==> src/rtl/bus_arbiter_3w.sv <==
// rtl/bus_arbiter_3w.sv - BR/BG/BGACK grant-side arbiter for two local DMA masters
// Optional tie-break rotation: define BUS_ARB_ROUND_ROBIN_EN (default build is fixed priority, master 0).
module bus_arbiter_3w #(
    parameter int TIMEOUT_CYCLES = 16
) (
    input  logic       C7M,
    input  logic       RESET_n,
    input  logic       AS_n,
    input  logic [1:0] BR_n,
    input  logic       BGACK_n,
    output logic [1:0] BG_n,
    output logic       CPU_OWNS_BUS,
    output logic       OWNER,
    output logic       GRANT_TIMEOUT
);

    typedef enum logic [2:0] {
        IDLE    = 3'd0,
        WAIT_AS = 3'd1,
        GRANT   = 3'd2,
        OWNED   = 3'd3,
        RECOVER = 3'd4
    } state_t;

    // The timeout decision is taken on the cycle the counter is about to reach the limit,
    // so BG_n stays low for exactly TIMEOUT_CYCLES cycles.
    localparam logic [7:0] TIMEOUT_LAST = 8'(TIMEOUT_CYCLES - 1);

    state_t     state, state_next;
    logic [1:0] br_m, br_s;
    logic       bgack_m, bgack_s;
    logic [7:0] cnt, cnt_next;
    logic [1:0] bg_next;
    logic       cpu_next;
    logic       owner_next;
    logic       gt_next;
    logic       winner;
    logic       tie_pick;
    logic [1:0] grant_mask;

    always_ff @(posedge C7M or negedge RESET_n) begin
        if (!RESET_n) begin
            br_m    <= 2'b11;
            br_s    <= 2'b11;
            bgack_m <= 1'b1;
            bgack_s <= 1'b1;
        end else begin
            br_m    <= BR_n;
            br_s    <= br_m;
            bgack_m <= BGACK_n;
            bgack_s <= bgack_m;
        end
    end

`ifdef BUS_ARB_ROUND_ROBIN_EN
    logic rr_ptr, rr_ptr_next;

    always_ff @(posedge C7M or negedge RESET_n) begin
        if (!RESET_n) begin
            rr_ptr <= 1'b0;
        end else begin
            rr_ptr <= rr_ptr_next;
        end
    end

    // The pointer only advances once a master has actually held the bus.
    always_comb begin
        rr_ptr_next = rr_ptr;
        if (state == OWNED && bgack_s) begin
            rr_ptr_next = ~OWNER;
        end
    end

    assign tie_pick = rr_ptr;
`else
    assign tie_pick = 1'b0;
`endif

    always_comb begin
        if (br_s == 2'b00) begin
            winner = tie_pick;
        end else begin
            winner = br_s[0];
        end
    end

    assign grant_mask = OWNER ? 2'b01 : 2'b10;

    always_comb begin
        state_next = state;
        owner_next = OWNER;
        bg_next    = 2'b11;
        cpu_next   = 1'b1;
        gt_next    = 1'b0;
        cnt_next   = (cnt == 8'hFF) ? cnt : cnt + 8'd1;
        case (state)
            IDLE: begin
                if (br_s != 2'b11) begin
                    owner_next = winner;
                    state_next = WAIT_AS;
                end
            end
            WAIT_AS: begin
                if (AS_n) begin
                    state_next = GRANT;
                    bg_next    = grant_mask;
                    cnt_next   = 8'd0;
                end
            end
            GRANT: begin
                if (!bgack_s) begin
                    state_next = OWNED;
                    cpu_next   = 1'b0;
                end else if (br_s[OWNER]) begin
                    state_next = IDLE;
                end else if (cnt >= TIMEOUT_LAST) begin
                    state_next = IDLE;
                    gt_next    = 1'b1;
                end else begin
                    bg_next = grant_mask;
                end
            end
            OWNED: begin
                cpu_next = 1'b0;
                if (bgack_s) begin
                    state_next = RECOVER;
                end
            end
            RECOVER: begin
                state_next = IDLE;
            end
            default: begin
                state_next = IDLE;
            end
        endcase
    end

    always_ff @(posedge C7M or negedge RESET_n) begin
        if (!RESET_n) begin
            state         <= IDLE;
            cnt           <= 8'd0;
            BG_n          <= 2'b11;
            CPU_OWNS_BUS  <= 1'b1;
            OWNER         <= 1'b0;
            GRANT_TIMEOUT <= 1'b0;
        end else begin
            state         <= state_next;
            cnt           <= cnt_next;
            BG_n          <= bg_next;
            CPU_OWNS_BUS  <= cpu_next;
            OWNER         <= owner_next;
            GRANT_TIMEOUT <= gt_next;
        end
    end

endmodule

==> config.mk <==
export PLATFORM = sky130hd
export DESIGN_NAME = bus_arbiter_3w
export DESIGN_NICKNAME = d
export VERILOG_FILES = /design/src/rtl/bus_arbiter_3w.sv
export SDC_FILE = /design/constraint.sdc
export NUM_CORES = 1
export LEC_CHECK = 0
export BUFFER_PORTS_ARGS = -buffer_cell sky130_fd_sc_hd__buf_2
export CORE_MARGIN = 2
export CORE_UTILIZATION = 41
export CTS_CLUSTER_DIAMETER = 100
export DETAILED_ROUTE_END_ITERATION = 8
export GPL_ROUTABILITY_DRIVEN = 1
export SYNTH_ARGS = -nofsm -noshare
export SYNTH_HDL_FRONTEND = slang
export SYNTH_SLANG_ARGS = --single-unit
==> constraint.sdc <==
create_clock -name C7M -period 2.01 [get_ports C7M]
set_input_delay 0.1005 -clock C7M [delete_from_list [all_inputs] [get_ports C7M]]
set_output_delay 0.1005 -clock C7M [all_outputs]
set_load 0.1 [all_outputs]
* Word-level counts from Yosys, hierarchy flattened *
Index checks and enable logic that the tools add are counted.

word-level totals
  bits of input ports = 6
  output and inout port bits = 5
  bits in registers = 22
  word-level logic and storage cells = 51

operators by class
  muxes and demuxes = 25
  equality and inequality tests = 9
  magnitude comparators = 2
  reduce and logical (&&, ||, !) cells = 4
  add/subtract/negate cells = 1

operators with widths
  cell                                                                                  count
  8-bit two-way mux                                                                     3
  3-bit two-way mux                                                                     6
  3-bit one-hot mux with 4 select lines                                                 1
  2-bit two-way mux                                                                     5
  8-bit by 1-bit adder with 8-bit output (second input constant)                        1
  8-bit equality test (second input constant)                                           1
  8-bit by 4-bit greater-or-equal comparator with 1-bit output (second input constant)  1
  1-bit two-way mux                                                                     8
  2-bit != test (second input constant)                                                 4
  3-bit by 2-bit equality test with 1-bit output (second input constant)                2
  4-bit != test (second input constant)                                                 1
  2-bit one-hot mux with 2 select lines                                                 1
  4-bit AND reduction                                                                   1
  3-bit by 1-bit equality test with 1-bit output (second input constant)                1
  3-bit zero test                                                                       1
  2-bit zero test                                                                       1
  1-bit by 2-bit less-than comparator with 1-bit output (second input constant)         1
  1-bit one-hot mux with 2 select lines                                                 1
  2-bit AND reduction                                                                   1

* Longest topological paths before layout *
Gate-level depths: netlist of the first run.

  depth in word-level cells = 5
  gate-level depth with buffers = 5
  depth with buffers taken out = 4

* Worst setup path before layout of the first run *
Ideal clock, no wire load.

  kind = reg2reg
  from = register OWNER
  to = register BG_n[1]
  clock period less this slack = 1.583 ns
  required time = 1.924 ns
  library setup time = 0.086 ns
  cell stages (with the launch flop) = 4
  arrival = 1.497 ns
  slack = 0.427 ns
  cells stage by stage = dfrtp_1 -> nand2_1 -> and4_1 -> o21ai_0

between the ends
  word-level cells in the longest chain between the ends = 5
  elaborated cells on any way between the ends = 8
  those cells by class = mux (8)

RTL lines
  element                                                        line      RTL
  from (decl)                                                    13        output logic OWNER,
  from (signal assigned)                                         151       OWNER <= owner_next;
  2-bit two-way mux / 1-bit two-way mux (equally long branches)  87, 114
  2-bit two-way mux / 1-bit two-way mux (equally long branches)  116, 114
  2-bit two-way mux                                              114       end else if (br_s[OWNER]) begin
  2-bit two-way mux                                              111       if (!bgack_s) begin
  2-bit one-hot mux with 2 select lines (*)                      96        case (state)
  named net bg_next[1]                                           33        logic [1:0] bg_next;
  to (signal assigned)                                           149       BG_n <= bg_next;
  to (decl)                                                      11        output logic [1:0] BG_n,

Mark *: on every way through the listed nets, which the timed path passes. The rest lies on a longest branch. The select of a mux whose other input is x is not followed.
A chain may end at the register's enable or synchronous reset.

* Final worst setup path of the first run *
  from = register cnt[0]
  to = register cnt[3]

between the ends
  word-level cells in the longest chain between the ends = 4
  elaborated cells on any way between the ends = 5
  those cells by class = add/sub (1); eq/ne (1); mux (3)

RTL lines
  element                                                                               line  RTL
  from (decl)                                                                           32    logic [7:0] cnt, cnt_next;
  from (signal assigned)                                                                148   cnt <= cnt_next;
  8-bit by 1-bit adder with 8-bit output / 8-bit equality test (equally long branches)  95    cnt_next = (cnt == 8'hFF) ? cnt : cnt + 8'd1;
  8-bit two-way mux (*)                                                                 95
  8-bit two-way mux                                                                     104   if (AS_n) begin
  8-bit two-way mux (*)                                                                 96
  named net cnt_next[3]                                                                 32

Mark *: on every way through the listed nets, which the timed path passes. The rest lies on a longest branch.

==> run_summary.xml, run 1 <==
<?xml version="1.0" encoding="UTF-8"?>
<metrics>
  <group name="layout">
    <metric name="postLayoutCoreUtil" unit="">0.508</metric>
    <metric name="ratio_of_cells_with_drive_above_1_in_the_final_layout" unit="">0.257</metric>
    <metric name="num_antenna_cells" unit="">0</metric>
    <metric name="layout.cells.most_common_list" unit="">sky130_fd_sc_hd__dfrtp_1 (13), sky130_fd_sc_hd__buf_2 (10), sky130_fd_sc_hd__dfstp_2 (9)</metric>
    <metric name="area_delta_synth_final" unit="%">15.6</metric>
    <metric name="final_common_cell" unit="">sky130_fd_sc_hd__dfrtp_1</metric>
    <metric name="nNetsFinal" unit="">113</metric>
  </group>
  <group name="route">
    <metric name="routed_wl" unit="um">1820</metric>
    <metric name="drt-vias-per-instance" unit="">5.70</metric>
    <metric name="drt_iter0_drc" unit="">15</metric>
    <metric name="route.vias.total" unit="">758</metric>
    <metric name="routed_wire_length_per_instance" unit="um">13.6</metric>
    <metric name="drt_pass1_iterations" unit="">4</metric>
    <metric name="detail-route-antenna-nets" unit="">0</metric>
    <metric name="remaining_drc_errors" unit="">0</metric>
  </group>
  <group name="global_route">
    <metric name="first_global_vias" unit="">691</metric>
    <metric name="grt_first_pass_wirelength" unit="um">3120</metric>
    <metric name="maximum_number_of_pins_on_one_net_before_global_route_repair" unit="">23</metric>
    <metric name="grt_usage" unit="">0.156</metric>
    <metric name="grt_antenna_before_repair" unit="">0</metric>
    <metric name="overflow_left_after_global_routing" unit="">0</metric>
  </group>
  <group name="clock_tree">
    <metric name="clock_latency_at_the_later_pin_of_the_worst_skew_pair" unit="ps">320</metric>
    <metric name="cts.reportedPaths.clkPinSlew" unit="ps">130</metric>
    <metric name="clock-sinks" unit="">22</metric>
    <metric name="post_cts_resize_count" unit="">0</metric>
    <metric name="cts_buffers" unit="">3</metric>
    <metric name="cts_buffer_depth" unit="">2</metric>
    <metric name="setup_fix_buffers_added_after_clock_tree_synthesis" unit="">0</metric>
    <metric name="h_tree_levels" unit="">1</metric>
    <metric name="tritoncts" unit="">built</metric>
    <metric name="clk_root_buffer_cell" unit="">sky130_fd_sc_hd__clkbuf_4</metric>
  </group>
  <group name="floorplanning">
    <metric name="floorplan.core_area" unit="um2">2230</metric>
    <metric name="dieWidth" unit="um">52.9</metric>
    <metric name="chipHeight" unit="um">52.9</metric>
    <metric name="design.portCount" unit="">11</metric>
    <metric name="core.rowCount" unit="">17</metric>
    <metric name="floorplan.initialDensity" unit="">0.439</metric>
    <metric name="dieArea" unit="um2">2800</metric>
  </group>
  <group name="setup_path">
    <metric name="criticalPathCategory" unit="">flip-flop to flip-flop</metric>
    <metric name="crit_required" unit="ps">2260</metric>
    <metric name="worst_setup_start_kind" unit="">flip-flop</metric>
    <metric name="critical_path.max_fanout" unit="">6</metric>
    <metric name="critical-path-max-stage-delay" unit="ps">440</metric>
    <metric name="slowest_stage_cell_crit_path" unit="">sky130_fd_sc_hd__dfrtp_1</metric>
    <metric name="crit_chain" unit="">ha_1 &gt; and4_2 &gt; a2111o_1 &gt; o21ai_0</metric>
    <metric name="worst_setup_path_end_kind" unit="">flip-flop</metric>
    <metric name="cp_data_arrival_time" unit="ps">1750</metric>
  </group>
  <group name="synthesis">
    <metric name="ys.warnings.count" unit="">0</metric>
    <metric name="count_of_mapped_cells_out_of_synthesis" unit="">91</metric>
    <metric name="synthesis.area_per_instance" unit="um2">10.8</metric>
    <metric name="synth-seq-area-share" unit="">0.573</metric>
    <metric name="ys_ff_latch" unit="">22</metric>
    <metric name="syn-cell-area" unit="um2">981</metric>
    <metric name="yosysUniqueCellTypes" unit="">32</metric>
    <metric name="synthesis.nets" unit="">98</metric>
  </group>
  <group name="sta">
    <metric name="setup_viol_count_final" unit="">0</metric>
    <metric name="grt_setup_unrepaired" unit="">no</metric>
    <metric name="max_slew_margin" unit="">0.679</metric>
    <metric name="final_max_slew_viol_count" unit="">0</metric>
    <metric name="finalCritPeriodShare" unit="">0.749</metric>
    <metric name="report.final.hold_viol_count" unit="">0</metric>
    <metric name="timing.final.crit_period" unit="ps">1510</metric>
    <metric name="setup_total_negative_slack" unit="ps">0</metric>
    <metric name="worstMarginPinSlew" unit="ps">482</metric>
    <metric name="max_clock_freq" unit="MHz">664</metric>
    <metric name="finalClockSkew" unit="ps">5.01</metric>
  </group>
  <group name="job">
    <metric name="max_capacitance_violation_count" unit="">0</metric>
  </group>
  <group name="pwr">
    <metric name="power_density" unit="nW/um2">1440</metric>
    <metric name="vdd_ir_drop_max" unit="uV">678</metric>
    <metric name="leakagePower" unit="nW">0.459</metric>
  </group>
  <group name="place">
    <metric name="place_hpwl" unit="um">1220</metric>
    <metric name="port_buffers" unit="">10</metric>
    <metric name="gp_congestion" unit="">0.881</metric>
  </group>
  <group name="hold_path">
    <metric name="worstHoldPathType" unit="">input pin to flip-flop</metric>
  </group>
  <group name="outcome">
    <metric name="status" unit="">finished clean</metric>
  </group>
</metrics>
cell usage after synthesis:
cell	n	share of area
sky130_fd_sc_hd__a21oi_1	7	0.036
sky130_fd_sc_hd__nand3_1	3	0.015
sky130_fd_sc_hd__nand4bb_1	1	0.011
sky130_fd_sc_hd__nand4_1	2	0.013
sky130_fd_sc_hd__and4bb_2	2	0.026
sky130_fd_sc_hd__nand2b_1	1	0.0064
sky130_fd_sc_hd__ha_1	1	0.013
sky130_fd_sc_hd__nand3b_1	1	0.0077
sky130_fd_sc_hd__o211a_1	1	0.010
sky130_fd_sc_hd__and4_1	1	0.0089
sky130_fd_sc_hd__o21ai_0	5	0.026
sky130_fd_sc_hd__and3_1	1	0.0064
sky130_fd_sc_hd__o32ai_1	1	0.0089
sky130_fd_sc_hd__buf_2	4	0.020
sky130_fd_sc_hd__dfstp_2	9	0.24
sky130_fd_sc_hd__nand3_2	1	0.010
sky130_fd_sc_hd__nand2_1	7	0.027
sky130_fd_sc_hd__a31oi_1	4	0.026
sky130_fd_sc_hd__a2111o_1	1	0.011
sky130_fd_sc_hd__a211o_1	1	0.0089
sky130_fd_sc_hd__inv_1	2	0.0077
sky130_fd_sc_hd__a21boi_0	1	0.0077
sky130_fd_sc_hd__nor2_1	4	0.015
sky130_fd_sc_hd__nor3b_1	1	0.0077
sky130_fd_sc_hd__nor2b_1	2	0.013
sky130_fd_sc_hd__nor3_1	8	0.041
sky130_fd_sc_hd__a211oi_1	1	0.0077
sky130_fd_sc_hd__or3_1	1	0.0064
sky130_fd_sc_hd__dfrtp_1	13	0.33
sky130_fd_sc_hd__or4_1	1	0.0077
sky130_fd_sc_hd__nor4_1	2	0.013
sky130_fd_sc_hd__and4_2	1	0.010
worst max-delay path: cells and delay by family, from the launching register on:
family	cells	cell delay, ps
DFF	1	440
AOI/OAI and AO/OA	2	430
adders and majority gates	1	270
and+or+nand+nor	1	300
metal layers:
metal / wire length (um) / vias to the layer above / track usage
met1: 919 / 361 / 0.227
li1: - / 370 / -
met2: 762 / 22 / 0.210
met4: 44 / 0 / 0.0940
met3: 88 / 5 / 0.0339
met5: 0 / - / 0
final timing paths:
| check | start | cells past startpoint | end | slack (ps) |
|---|---|---|---|---|
| worst min-delay path | AS_n | 3 | state[1] | 140 |
| worst min register to register | br_m[1] | 0 | br_s[1] | 360 |
| max in group asynchronous | RESET_n | 2 | bgack_s | 1400 |
| worst max-delay path | cnt[0] | 4 | cnt[3] | 500 |
| worst max register to register | cnt[0] | 4 | cnt[3] | 500 |
| min in group asynchronous | RESET_n | 2 | state[0] | 260 |
timing repair:
item | in CTS | in global routing
hold endpoints to repair | 16 | 0
endpoints found under the setup margin | 0 | 0
hold buffers | 4 | 0
report_power, final:
group          leakage, nW  switching, mW  internal, mW  total [mW]
clock               0.0261          0.144         0.152       0.296
combinational        0.169          0.439         0.179       0.618
sequential           0.264          0.142         0.573       0.715
total                0.459          0.725         0.904        1.63
sequential cells by signal (all words and copies together), names as in the netlist:
name           cells
cnt                8
state              3
BG_n               2
br_m               2
br_s               2
CPU_OWNS_BUS       1
GRANT_TIMEOUT      1
OWNER              1
bgack_m            1
bgack_s            1
per-stage QoR:
step	hold WS, ps	cell area, um2	instances	total power [mW]	setup slack, ps
detailed placement	93.9	1050	125	1.33	544
global route	152	1130	133	1.74	394
floorplan	-195	981	91	1.22	427
global placement	88.1	1050	125	1.32	561
finish	139	1130	133	1.63	504
CTS	131	1130	133	1.63	512
layout make-up:
class / instances / area (um2)
clock buffer: 4 / 47.5
fill: 199 / 1100
inverter: 2 / 7.51
multi-input combinational: 63 / 392
sequential: 22 / 562
tap: 28 / 35.0
timing repair buffer: 14 / 90.1
logic make-up after synthesis:
| logic type | synth area share |
|---|---|
| simple gates | 0.245 |
| flops | 0.573 |
| compound gates | 0.142 |
| buf+inv | 0.0281 |
| fa+ha+maj | 0.0128 |
Note: power is estimated with default switching activity, not from simulation.
==> run 2: changes to the inputs <==
- ABC_AREA: unset -> 1
- clock period: 2.01 -> 1.3 ns (I/O delays scaled with it)
==> run_summary.xml, run 2 <==
<?xml version="1.0" encoding="UTF-8"?>
<metrics>
  <group name="outcome">
    <metric name="status" unit="">finished clean</metric>
  </group>
  <group name="setup_path">
    <metric name="rr_startpoint" unit="">cnt[1]</metric>
    <metric name="r2r_setup_slack" unit="ps">60</metric>
    <metric name="rr_worst_depth" unit="">8</metric>
    <metric name="reg_to_reg_critical_path_endpoint" unit="">state[1]</metric>
    <metric name="critPathBufInv" unit="">0</metric>
    <metric name="crit_chain" unit="">ha_4 &gt; nand2_4 &gt; nor2_4 &gt; nor2_2 &gt; nand3_2 &gt; nand2_1 &gt; nand2_1 &gt; nand2_1</metric>
    <metric name="slowest_stage_cell_crit_path" unit="">sky130_fd_sc_hd__dfrtp_1</metric>
    <metric name="worst_setup_path_end_kind" unit="">flip-flop</metric>
    <metric name="critical-path-top-cell-by-count" unit="">sky130_fd_sc_hd__nand2_1</metric>
    <metric name="cp_data_arrival_time" unit="ps">1500</metric>
    <metric name="critical_path.max_fanout" unit="">4</metric>
    <metric name="worst_setup_start_kind" unit="">flip-flop</metric>
    <metric name="critical-path-top-delay-family" unit="">simple AND/OR/NAND/NOR gates</metric>
    <metric name="criticalPathCategory" unit="">flip-flop to flip-flop</metric>
    <metric name="critical-path-max-stage-delay" unit="ps">440</metric>
    <metric name="crit_required" unit="ps">1550</metric>
  </group>
  <group name="route">
    <metric name="routed_wire_length_per_instance" unit="um">10.7</metric>
    <metric name="routed_wl" unit="um">1830</metric>
    <metric name="drt_pass1_iterations" unit="">4</metric>
    <metric name="route.vias.total" unit="">807</metric>
    <metric name="drt_iter0_drc" unit="">6</metric>
    <metric name="drt-vias-per-instance" unit="">4.72</metric>
    <metric name="detail-route-antenna-nets" unit="">0</metric>
    <metric name="remaining_drc_errors" unit="">0</metric>
  </group>
  <group name="sta">
    <metric name="worstMarginPinSlew" unit="ps">483</metric>
    <metric name="finalClockSkew" unit="ps">1.83</metric>
    <metric name="report.final.hold_viol_count" unit="">0</metric>
    <metric name="finalCritPeriodShare" unit="">0.957</metric>
    <metric name="timing.final.crit_period" unit="ps">1240</metric>
    <metric name="setup_viol_count_final" unit="">0</metric>
    <metric name="max_slew_margin" unit="">0.680</metric>
    <metric name="max_clock_freq" unit="MHz">804</metric>
    <metric name="grt_setup_unrepaired" unit="">yes</metric>
    <metric name="final_max_slew_viol_count" unit="">0</metric>
    <metric name="fin_ws" unit="ps">56.5</metric>
  </group>
  <group name="hold_path">
    <metric name="holdPathStages" unit="">4</metric>
    <metric name="terminating_pin_of_the_worst_hold_path" unit="">cnt[5]</metric>
    <metric name="holdCritStartpoint" unit="">AS_n</metric>
    <metric name="worstHoldPathType" unit="">input pin to flip-flop</metric>
  </group>
  <group name="clock_tree">
    <metric name="clock_latency_at_the_later_pin_of_the_worst_skew_pair" unit="ps">300</metric>
    <metric name="cts_buffers" unit="">3</metric>
    <metric name="clk_root_buffer_cell" unit="">sky130_fd_sc_hd__clkbuf_4</metric>
    <metric name="tritoncts" unit="">built</metric>
    <metric name="h_tree_levels" unit="">1</metric>
    <metric name="cts_buffer_depth" unit="">2</metric>
    <metric name="clock-sinks" unit="">22</metric>
    <metric name="cts.reportedPaths.clkPinSlew" unit="ps">120</metric>
  </group>
  <group name="place">
    <metric name="preCtsSetupSlack" unit="ps">8.86</metric>
    <metric name="place_hpwl" unit="um">1320</metric>
    <metric name="gp_congestion" unit="">0.846</metric>
    <metric name="port_buffers" unit="">10</metric>
    <metric name="detailed_place.area" unit="um2">1150</metric>
  </group>
  <group name="synthesis">
    <metric name="ys.flop_type" unit="">sky130_fd_sc_hd__dfrtp_1</metric>
    <metric name="synth_top_cell_area_share" unit="">0.319</metric>
    <metric name="yosys-top-cells-area" unit="">sky130_fd_sc_hd__dfrtp_1 (32%), sky130_fd_sc_hd__dfstp_2 (23%), sky130_fd_sc_hd__nand2_1 (10%)</metric>
    <metric name="async_reset_ff_frac" unit="">1.00</metric>
    <metric name="most_frequent_cell_after_synthesis" unit="">sky130_fd_sc_hd__nand2_1</metric>
    <metric name="syn-cell-area" unit="um2">1020</metric>
    <metric name="synthesis.nets" unit="">127</metric>
    <metric name="synthesis.area_per_instance" unit="um2">8.50</metric>
    <metric name="ys_ff_latch" unit="">22</metric>
    <metric name="count_of_mapped_cells_out_of_synthesis" unit="">120</metric>
    <metric name="synth_commonest_cells" unit="">sky130_fd_sc_hd__nand2_1 (28), sky130_fd_sc_hd__nor2_1 (16), sky130_fd_sc_hd__inv_1 (15)</metric>
    <metric name="synth-edff-count" unit="">0</metric>
    <metric name="yosys.area.top_type" unit="">sky130_fd_sc_hd__dfrtp_1</metric>
    <metric name="yosysUniqueCellTypes" unit="">24</metric>
    <metric name="synth-seq-area-share" unit="">0.551</metric>
    <metric name="ys.warnings.count" unit="">0</metric>
  </group>
  <group name="layout">
    <metric name="layout.cells.most_common_list" unit="">sky130_fd_sc_hd__nand2_1 (25), sky130_fd_sc_hd__nor2_1 (15), sky130_fd_sc_hd__inv_1 (14)</metric>
    <metric name="area_delta_synth_final" unit="%">27.4</metric>
    <metric name="final_common_cell" unit="">sky130_fd_sc_hd__nand2_1</metric>
    <metric name="largest_registers" unit="">cnt x8, state x3</metric>
    <metric name="max_flop_register" unit="">cnt</metric>
    <metric name="postLayoutCoreUtil" unit="">0.539</metric>
    <metric name="num_antenna_cells" unit="">0</metric>
    <metric name="layout.cell_area.non_filler" unit="um2">1300</metric>
    <metric name="ratio_of_cells_with_drive_above_1_in_the_final_layout" unit="">0.305</metric>
    <metric name="nNetsFinal" unit="">149</metric>
    <metric name="largest_register_ffs" unit="">8</metric>
  </group>
  <group name="global_route">
    <metric name="grt_first_pass_wirelength" unit="um">3080</metric>
    <metric name="first_global_vias" unit="">764</metric>
    <metric name="grt_usage" unit="">0.150</metric>
    <metric name="overflow_left_after_global_routing" unit="">0</metric>
    <metric name="maximum_number_of_pins_on_one_net_before_global_route_repair" unit="">23</metric>
    <metric name="grt_antenna_before_repair" unit="">0</metric>
  </group>
  <group name="floorplanning">
    <metric name="floorplan.initialDensity" unit="">0.423</metric>
    <metric name="dieArea" unit="um2">2900</metric>
    <metric name="floorplan.core_area" unit="um2">2410</metric>
    <metric name="chipHeight" unit="um">53.9</metric>
    <metric name="dieWidth" unit="um">53.9</metric>
    <metric name="core.rowCount" unit="">18</metric>
    <metric name="design.portCount" unit="">11</metric>
  </group>
  <group name="job">
    <metric name="max_capacitance_violation_count" unit="">0</metric>
  </group>
  <group name="pwr">
    <metric name="vdd_ir_drop_max" unit="uV">1400</metric>
    <metric name="leakagePower" unit="nW">0.661</metric>
    <metric name="power_density" unit="nW/um2">2340</metric>
  </group>
</metrics>
-- run 2: routing by layer --
metal  global-route usage  routed length (um)  vias to the layer above  part of all wire
li1                     -                   -                      425                 -
met1                0.193                 861                      367              0.47
met2                0.234                 875                       11              0.48
met3               0.0167                  43                        4             0.024
met4                0.107                  44                        0             0.024
met5                    0                   0                        -                 0
-- run 2: cell families after synthesis --
kind of cell,count (synthesis),synth area share
adder cells (fa/ha/maj),1,0.0123
buffers and inverters,18,0.0663
AND/OR/NAND/NOR,63,0.276
XOR/XNOR,2,0.0172
AO/OA/AOI/OAI,14,0.0773
flip-flops,22,0.551
-- run 2: final cells by class --
cell class	instances	area, um2
clock inverter	1	30.0
multi-input combinational	80	428
clock buffer	3	22.5
inverter	18	67.6
timing repair buffer	17	148
fill	213	1110
tap	30	37.5
sequential	22	566
-- run 2: worst register-to-register path, cell delays in order, from the launching register on --
cell and delay, ps:
sky130_fd_sc_hd__dfrtp_1 440, sky130_fd_sc_hd__ha_4 180, sky130_fd_sc_hd__nand2_4 80, sky130_fd_sc_hd__nor2_4 40, sky130_fd_sc_hd__nor2_2 150, sky130_fd_sc_hd__nand3_2 100, sky130_fd_sc_hd__nand2_1 100, sky130_fd_sc_hd__nand2_1 50
sky130_fd_sc_hd__nand2_1 50
-- run 2: stage by stage --
step | cells | hold WS [ps] | TNS (ps) | total power, mW
finish | 171 | 83.8 | 0 | 3.04
global route | 171 | 88.6 | -356 | 3.30
CTS | 169 | 65.6 | 0 | 2.95
detailed placement | 161 | 45.7 | 0 | 2.40
global placement | 161 | 49.6 | 0 | 2.37
floorplan | 120 | -231 | 0 | 2.07
-- run 2: worst max-delay path by stage --
stage | from | slack [ps] | endpoint | cells after the start
6_report | cnt[1] | 60 | state[1] | 8
5_1_grt | cnt[0] | -100 | cnt[0] | 7
4_1_cts | cnt[1] | 9 | state[1] | 8
3_5_place_dp | cnt[1] | 9 | state[1] | 8
3_3_place_gp | cnt[1] | 40 | state[1] | 8
2_1_floorplan | OWNER | 20 | state[1] | 6
-- run 2: repair_timing --
| action | in CTS | in global routing |
|---|---|---|
| endpoints found under the setup margin | 4 | 13 |
| endpoints found under the hold margin | 16 | 0 |
| gates resized for setup | 2 | 10 |
| hold buffers | 4 | 0 |
| pin swaps | 0 | 5 |
| buffers inserted | 0 | 2 |
-- run 2: power breakdown --
group / switching, mW / leakage [nW] / total (mW) / internal (mW)
combinational: 0.931 / 0.371 / 1.43 / 0.499
clock: 0.202 / 0.0279 / 0.513 / 0.311
sequential: 0.180 / 0.262 / 1.09 / 0.914
